### config.mk
export PLATFORM = sky130hd
export DESIGN_NAME = mpu2_intc
export DESIGN_NICKNAME = d
export VERILOG_FILES = /design/src/rtl/mpu2_intc.sv
export SDC_FILE = /design/constraint.sdc
export NUM_CORES = 1
export LEC_CHECK = 0
export CORE_MARGIN = 4
export CORE_UTILIZATION = 50
export CTS_CLUSTER_SIZE = 10
export DETAILED_ROUTE_END_ITERATION = 16
export MAX_ROUTING_LAYER = met4
export PLACE_DENSITY = 0.77
export SLEW_MARGIN = 5
export SYNTH_ARGS = -nofsm -noshare
export SYNTH_HDL_FRONTEND = slang
export SYNTH_SLANG_ARGS = --single-unit
export TNS_END_PERCENT = 20
### constraint.sdc
create_clock -name clk -period 1.5 [get_ports clk]
set_input_delay 0.3 -clock clk [delete_from_list [all_inputs] [get_ports clk]]
set_output_delay 0.3 -clock clk [all_outputs]
set_load 0.01 [all_outputs]
### src/rtl/mpu2_intc.sv
// rtl/mpu2_intc.sv - 8-source interrupt controller for the mpu2 core I/O bus
// Optional software trigger register at offset 5 enabled by MPU2_INTC_SWTRIG_EN.
module mpu2_intc #(
  parameter int          NSRC      = 8,
  parameter logic [7:0]  BASE_ADDR = 8'hF0
) (
  input  logic            clk,
  input  logic            rst_n,
  input  logic [NSRC-1:0] src,
  input  logic [7:0]      port_id,
  input  logic            write_strobe,
  input  logic            read_strobe,
  input  logic [7:0]      wr_data,
  output logic [7:0]      rd_data,
  output logic            rd_sel,
  output logic            interrupt
);

  logic [NSRC-1:0] s1, s2, prev;
  logic [NSRC-1:0] pending, mask, edge_mode;
  logic [NSRC-1:0] pend_nxt, rise, clr, active;
  logic [2:0]      off;
  logic [2:0]      idx;
  logic            valid;
  logic            wr_mask, wr_clear, wr_edge;
  logic [7:0]      pend8, mask8, edge8;
  logic            unused_rd;

  assign unused_rd = read_strobe;
  assign rd_sel    = (port_id[7:3] == BASE_ADDR[7:3]);
  assign off       = port_id[2:0];
  assign wr_mask   = write_strobe && rd_sel && (off == 3'd1);
  assign wr_clear  = write_strobe && rd_sel && (off == 3'd2);
  assign wr_edge   = write_strobe && rd_sel && (off == 3'd4);
  assign active    = pending & mask;
  assign valid     = |active;

  // A new rising edge (hardware or software) wins over a simultaneous clear.
  always_comb begin
    rise = s2 & ~prev;
`ifdef MPU2_INTC_SWTRIG_EN
    if (write_strobe && rd_sel && (off == 3'd5))
      rise = rise | wr_data[NSRC-1:0];
`endif
    clr      = wr_clear ? wr_data[NSRC-1:0] : '0;
    pend_nxt = (edge_mode & (rise | (pending & ~clr))) | (~edge_mode & s2);
  end

  always_comb begin
    idx = 3'd0;
    for (int k = NSRC - 1; k >= 0; k--)
      if (active[k]) idx = 3'(k);
  end

  always_comb begin
    pend8 = '0;
    mask8 = '0;
    edge8 = '0;
    pend8[NSRC-1:0] = pending;
    mask8[NSRC-1:0] = mask;
    edge8[NSRC-1:0] = edge_mode;
    rd_data = 8'h00;
    if (rd_sel) begin
      case (off)
        3'd0:    rd_data = pend8;
        3'd1:    rd_data = mask8;
        3'd3:    rd_data = {valid, 4'b0000, idx};
        3'd4:    rd_data = edge8;
        default: rd_data = 8'h00;
      endcase
    end
  end

  always_ff @(posedge clk or negedge rst_n) begin
    if (!rst_n) begin
      s1        <= '0;
      s2        <= '0;
      prev      <= '0;
      pending   <= '0;
      mask      <= '0;
      edge_mode <= '1;
      interrupt <= 1'b0;
    end else begin
      s1        <= src;
      s2        <= s1;
      prev      <= s2;
      pending   <= pend_nxt;
      interrupt <= |active;
      if (wr_mask) mask      <= wr_data[NSRC-1:0];
      if (wr_edge) edge_mode <= wr_data[NSRC-1:0];
    end
  end

endmodule

After elaboration in Yosys (flattened, before gate mapping)
Cells that the tools add are included.

Reductions and logical operators: 6. Bitwise logic cells: 10. Equal/unequal tests: 5. Multiplexer cells: 11.

Operators by type and width (count): $and 8x8->8 (5); $pmux 8 s4 (1); $mux 3 (8); $not 8->8 (3); $mux 8 (2); $or 8x8->8 (2); $reduce_or 8->1 (1); $eq 3x2->1 const B (2); $eq 5x5->1 const B (1); $logic_and 1x1->1 (4); $eq 3x1->1 const B (1); $eq 3x3->1 const B (1); $logic_not 3->1 (1).

Bits in registers: 49. Word-level logic and storage cells: 39. Output and inout bits: 10. Bits of input ports: 28.

Depth between registers and ports, before layout
Gate-level depths: netlist (run 1).

Word-level depth: 11. Depth in mapped cells: 6. Gate-level depth less buffers: 4.

Worst setup path before layout (run 1)
Ideal clock, no wire load.

Kind: input port to output port. Start: in port_id[7]. End: out rd_data[0]. Arrival: 1.314 ns. Slack: -0.114 ns. Stages on the path: 4. Data required time: 1.200 ns. Buffers on the path: 0. Path through: nand4_4 -> nor2_1 -> o21ai_0 -> o32ai_1.

Word-level cells in the longest chain between the ends: 2.

Ends and longest elaborated chain: from (decl) (RTL line 10) `input logic [7:0] port_id,`; $eq 5x5->1 (RTL line 30) `assign rd_sel = (port_id[7:3] == BASE_ADDR[7:3]);`; named net rd_sel (RTL line 15) `output logic rd_sel,`; $mux 8 (RTL line 63) `if (rd_sel) begin`; to (decl) (RTL line 14) `output logic [7:0] rd_data,`.

The timed path passes the listed nets, and every way through them passes these cells.

Worst setup path after layout (run 1)
Start: reg pending[2] (netlist: pend8[2]). End: out rd_data[2].

Word-level cells in the longest chain between the ends: 6.

Ends and longest elaborated chain: from (decl) (RTL line 20) `logic [NSRC-1:0] pending, mask, edge_mode;`; from (signal assigned) (RTL line 87) `pending <= pend_nxt;`; $and 8x8->8 (RTL line 35) `assign active = pending & mask;`; $mux 3 (3 in series) (RTL line 52) `if (active[k]) idx = 3'(k);`; $pmux 8 s4 (*) (RTL line 64) `case (off)`; $mux 8 (*) (RTL line 63).

Mark *: on every way between the ends. The rest lies on a longest branch, timed or not.

==> run_results.csv, run 1 <==
group,metric,value,unit
run_status,status,"finished, violations left",
run_status,failed_checks,"negative setup slack",
critical_path,crit_path_max_incr_delay,430,ps
timing,hold_violations,0,
power_and_ir_drop,p_int,2.088,mW
power_and_ir_drop,cellPowerDensity,913.2,nW/um2
synthesis,netlist.area_leader.share,0.4997,
synthesis,async_reset_ff_frac,1.000,
synthesis,syn_area_per_cell,13.00,um2
critical_path,cp_num_buf_inv,1,
die,core_area,4000,um2
critical_path,required,1200,ps
global_route,grt_pass1_vias,1823,
die,dieArea,5196,um2
route,num_vias,1637,
synthesis,synth_area_leaders,"dfrtp_1 (50%), dfstp_2 (10%), mux2_2 (8.8%)",
synthesis,syn-num-nets,186,
global_route,overflow,0,
die,start_util,0.5133,
critical_path,cp.arrival,1560,ps
synthesis,synth.most_common_cell,"dfrtp_1",
flow_run,maxCapViolCount,0,
timing,period_share,1.241,
final_layout,diodes,0,
timing,tightest_slew,257.4,ps
clocking,cts-root-buf,"clkbuf_8",
timing,layout_min_cycle_time,1861,ps
synthesis,netlist_top_cells_count,"dfrtp_1 (41), nand2_1 (21), mux2_2 (16)",
timing,slew_headroom,0.8280,
timing,fin_skew,3.295,ps
clocking,tritoncts,"built",
timing,rsz0062_at_grt,"yes",
synthesis,ys_types,31,
synthesis,ys.flop_type,"dfrtp_1",
critical_path,rrSetupSlack,340,ps
critical_path,start_kind,"register",
route,via_per_inst,5.606,
global_route,grt_max_degree,50,
synthesis,ys_seq_area_frac,0.6021,
synthesis,ys_ff_latch,49,
timing,timing.hold.ws,356.6,ps
critical_path,end_kind,"output pin",
route,postRouteWirelength,5.162,mm
power_and_ir_drop,pwr-share-clk,0.329,
global_route,grt_usage,0.2272,
synthesis,syn-cell-area,2053,um2
die,ios,38,
clocking,htreeDepth,2,
die,rows,23,
global_route,antenna_found_initial,0,
power_and_ir_drop,p_total,2.678,mW
min_path,worstHoldStart,"s1[1]",
critical_path,crit_type,"reg2out",
die,fp.dieW,72.08,um
clocking,numCtsBuffers,5,
route,avgRoutedWirePerCell,17.68,um
critical_path,path_cells,"a22o_1 > a21o_1 > o22a_1 > nor2_2 > buf_2",
power_and_ir_drop,p_seq_frac,0.538,
min_path,hold_class,"reg2reg",
timing,fmax,537.2,MHz
power_and_ir_drop,p_sw,0.5904,mW
timing,setup_slack,-361.5,ps
critical_path,crit_family,"compound AO/OA/AOI/OAI gates",
route,ant_nets,0,
die,die_height,72.08,um
placement,hpwl,3.619,mm
clocking,cts_sinks,49,
final_layout,nFillCells,259,
critical_path,worstPathMaxFanout,5,
clocking,clock_latency,290,ps
final_layout,drive_gt1_frac,0.4215,
placement,placed_cells,278,
final_layout,post-route-util,0.7332,
critical_path,r2r_end,"interrupt",
critical_path,reg2reg_depth,4,
placement,globalplace.congestion,0.9042,
min_path,worstHoldPathCells,0,
route,drtIter0Drc,110,
timing,slew_viol_final,0,
route,drc,0,
global_route,grt_pass1_wl,8.604,mm
critical_path,r2r-start,"mask[5]",
power_and_ir_drop,ir_drop,0.8129,mV
min_path,whs_endpoint,"s2[1]",
synthesis,syn_inst,158,
synthesis,yosys.area.top_type,"dfrtp_1",
timing,setup_violations,16,
final_layout,syn2layout_area_growth,42.84,%
power_and_ir_drop,leakagePower,1.326,nW
critical_path,slowest_stage,"dfrtp_1",
synthesis,ys_warn_count,0,
placement,io_buffers,36,
final_layout,final_cells,292,
clocking,clock_path_buffers,2,
final_layout,layout.nets,270,
route,first_pass_iters,4,
clocking,path_clk_slew,80,ps
synthesis,synth_edf_count,0,
power_and_ir_drop,combPwrFrac,0.133,
power_and_ir_drop,sw_frac_of_total,0.2205,
==> registers in the layout (all words and copies together), names as in the netlist <==
register and count:
pend8 8, prev 8, mask 8, s1 8
s2 8, edge8 8, interrupt 1
==> cell usage in the layout (no fill, tap or decap), drive strengths merged, types with 2 or more instances in the layout <==
cell,instances
clkdlybuf4s50,17
buf,55
a22oi,4
a22o,2
a21oi,7
dfrtp,41
nor2,13
a32o,10
clkdlybuf4s15,4
nand2,21
nor3,2
mux2i,8
dlygate4sd2,5
mux2,16
clkbuf,5
nand4,4
dfstp,8
o22a,2
a2bb2oi,2
==> cell families after synthesis <==
logic type	synth area share
AO/OA/AOI/OAI	0.1237
AND/OR/NAND/NOR	0.1213
multiplexers	0.1268
buffers and inverters	0.02620
flip-flops	0.6021
==> metrics by stage <==
| step | worst slack [ps] | setup TNS (ps) | area [um2] |
|---|---|---|---|
| 2_1_floorplan | 17.48 | 0 | 2063 |
| 3_3_place_gp | -977.8 | -19630 | 2740 |
| 3_5_place_dp | -1036 | -21090 | 2740 |
| 4_1_cts | -335.1 | -2098 | 2915 |
| 5_1_grt | -446.4 | -3460 | 2933 |
| 6_report | -361.5 | -2513 | 2933 |
==> final cells by class <==
cell class | instances | area (um2) | share of cell area
tap | 50 | 62.56 | 0.02133
multi-input combinational | 103 | 819.5 | 0.2794
timing repair buffer | 83 | 710.7 | 0.2423
clock buffer | 5 | 68.82 | 0.02346
sequential | 49 | 1236 | 0.4215
clock inverter | 2 | 35.03 | 0.01195
==> worst max path at each step <==
stage,start,to,slack [ps],cells past startpoint
finish,pend8[2],rd_data[2],-360,5
global route,pend8[6],rd_data[0],-450,5
CTS,pend8[3],rd_data[2],-340,5
detailed placement,port_id[0],rd_data[7],-1040,6
global placement,port_id[7],rd_data[3],-980,5
floorplan,port_id[2],rd_data[2],20,6
==> power groups by stage <==
stage / logic, mW / registers, mW / clock network, mW
after global routing: 0.386 / 1.45 / 0.970
after global placement: 0.314 / 1.46 / 0
after detailed placement: 0.330 / 1.46 / 0
after CTS: 0.353 / 1.44 / 0.902
final: 0.357 / 1.44 / 0.880
after floorplan: 0.113 / 1.46 / 0
==> layer usage <==
metal / vias to the layer above / global-route usage / wire length (um)
li1: 749 / - / -
met1: 831 / 0.2620 / 2067
met2: 48 / 0.3923 / 2797
met3: 9 / 0.04986 / 223
met4: 0 / 0.07516 / 74
met5: - / - / 0
==> what timing repair did <==
action                                 in CTS  in global routing
endpoints found under the hold margin      41                  0
gates resized for setup                    66                  1
hold buffers                                1                  0
setup endpoints to repair                  33                 19
pin swaps                                  10                  2
setup buffers                               4                  2
No activity file was read; power rests on OpenSTA's default activity.
==> inputs of run 2 (changes only) <==
--- a/config.mk
+++ b/config.mk
@@ -11,7 +11,7 @@
 export DETAILED_ROUTE_END_ITERATION = 16
 export MAX_ROUTING_LAYER = met4
 export PLACE_DENSITY = 0.77
-export SLEW_MARGIN = 5
+export SLEW_MARGIN = 20
 export SYNTH_ARGS = -nofsm -noshare
 export SYNTH_HDL_FRONTEND = slang
 export SYNTH_SLANG_ARGS = --single-unit
==> results of run 2 <==
Same layout as run 1: the final DEF is identical, and so are final timing and power.
==> inputs of run 3 (changes only) <==
--- a/config.mk
+++ b/config.mk
@@ -7,7 +7,6 @@
 export LEC_CHECK = 0
 export CORE_MARGIN = 4
 export CORE_UTILIZATION = 50
-export CTS_CLUSTER_SIZE = 10
 export DETAILED_ROUTE_END_ITERATION = 16
 export MAX_ROUTING_LAYER = met4
 export PLACE_DENSITY = 0.77
==> results of run 3 <==
Same layout as run 1: the final DEF is identical, and so are final timing and power.
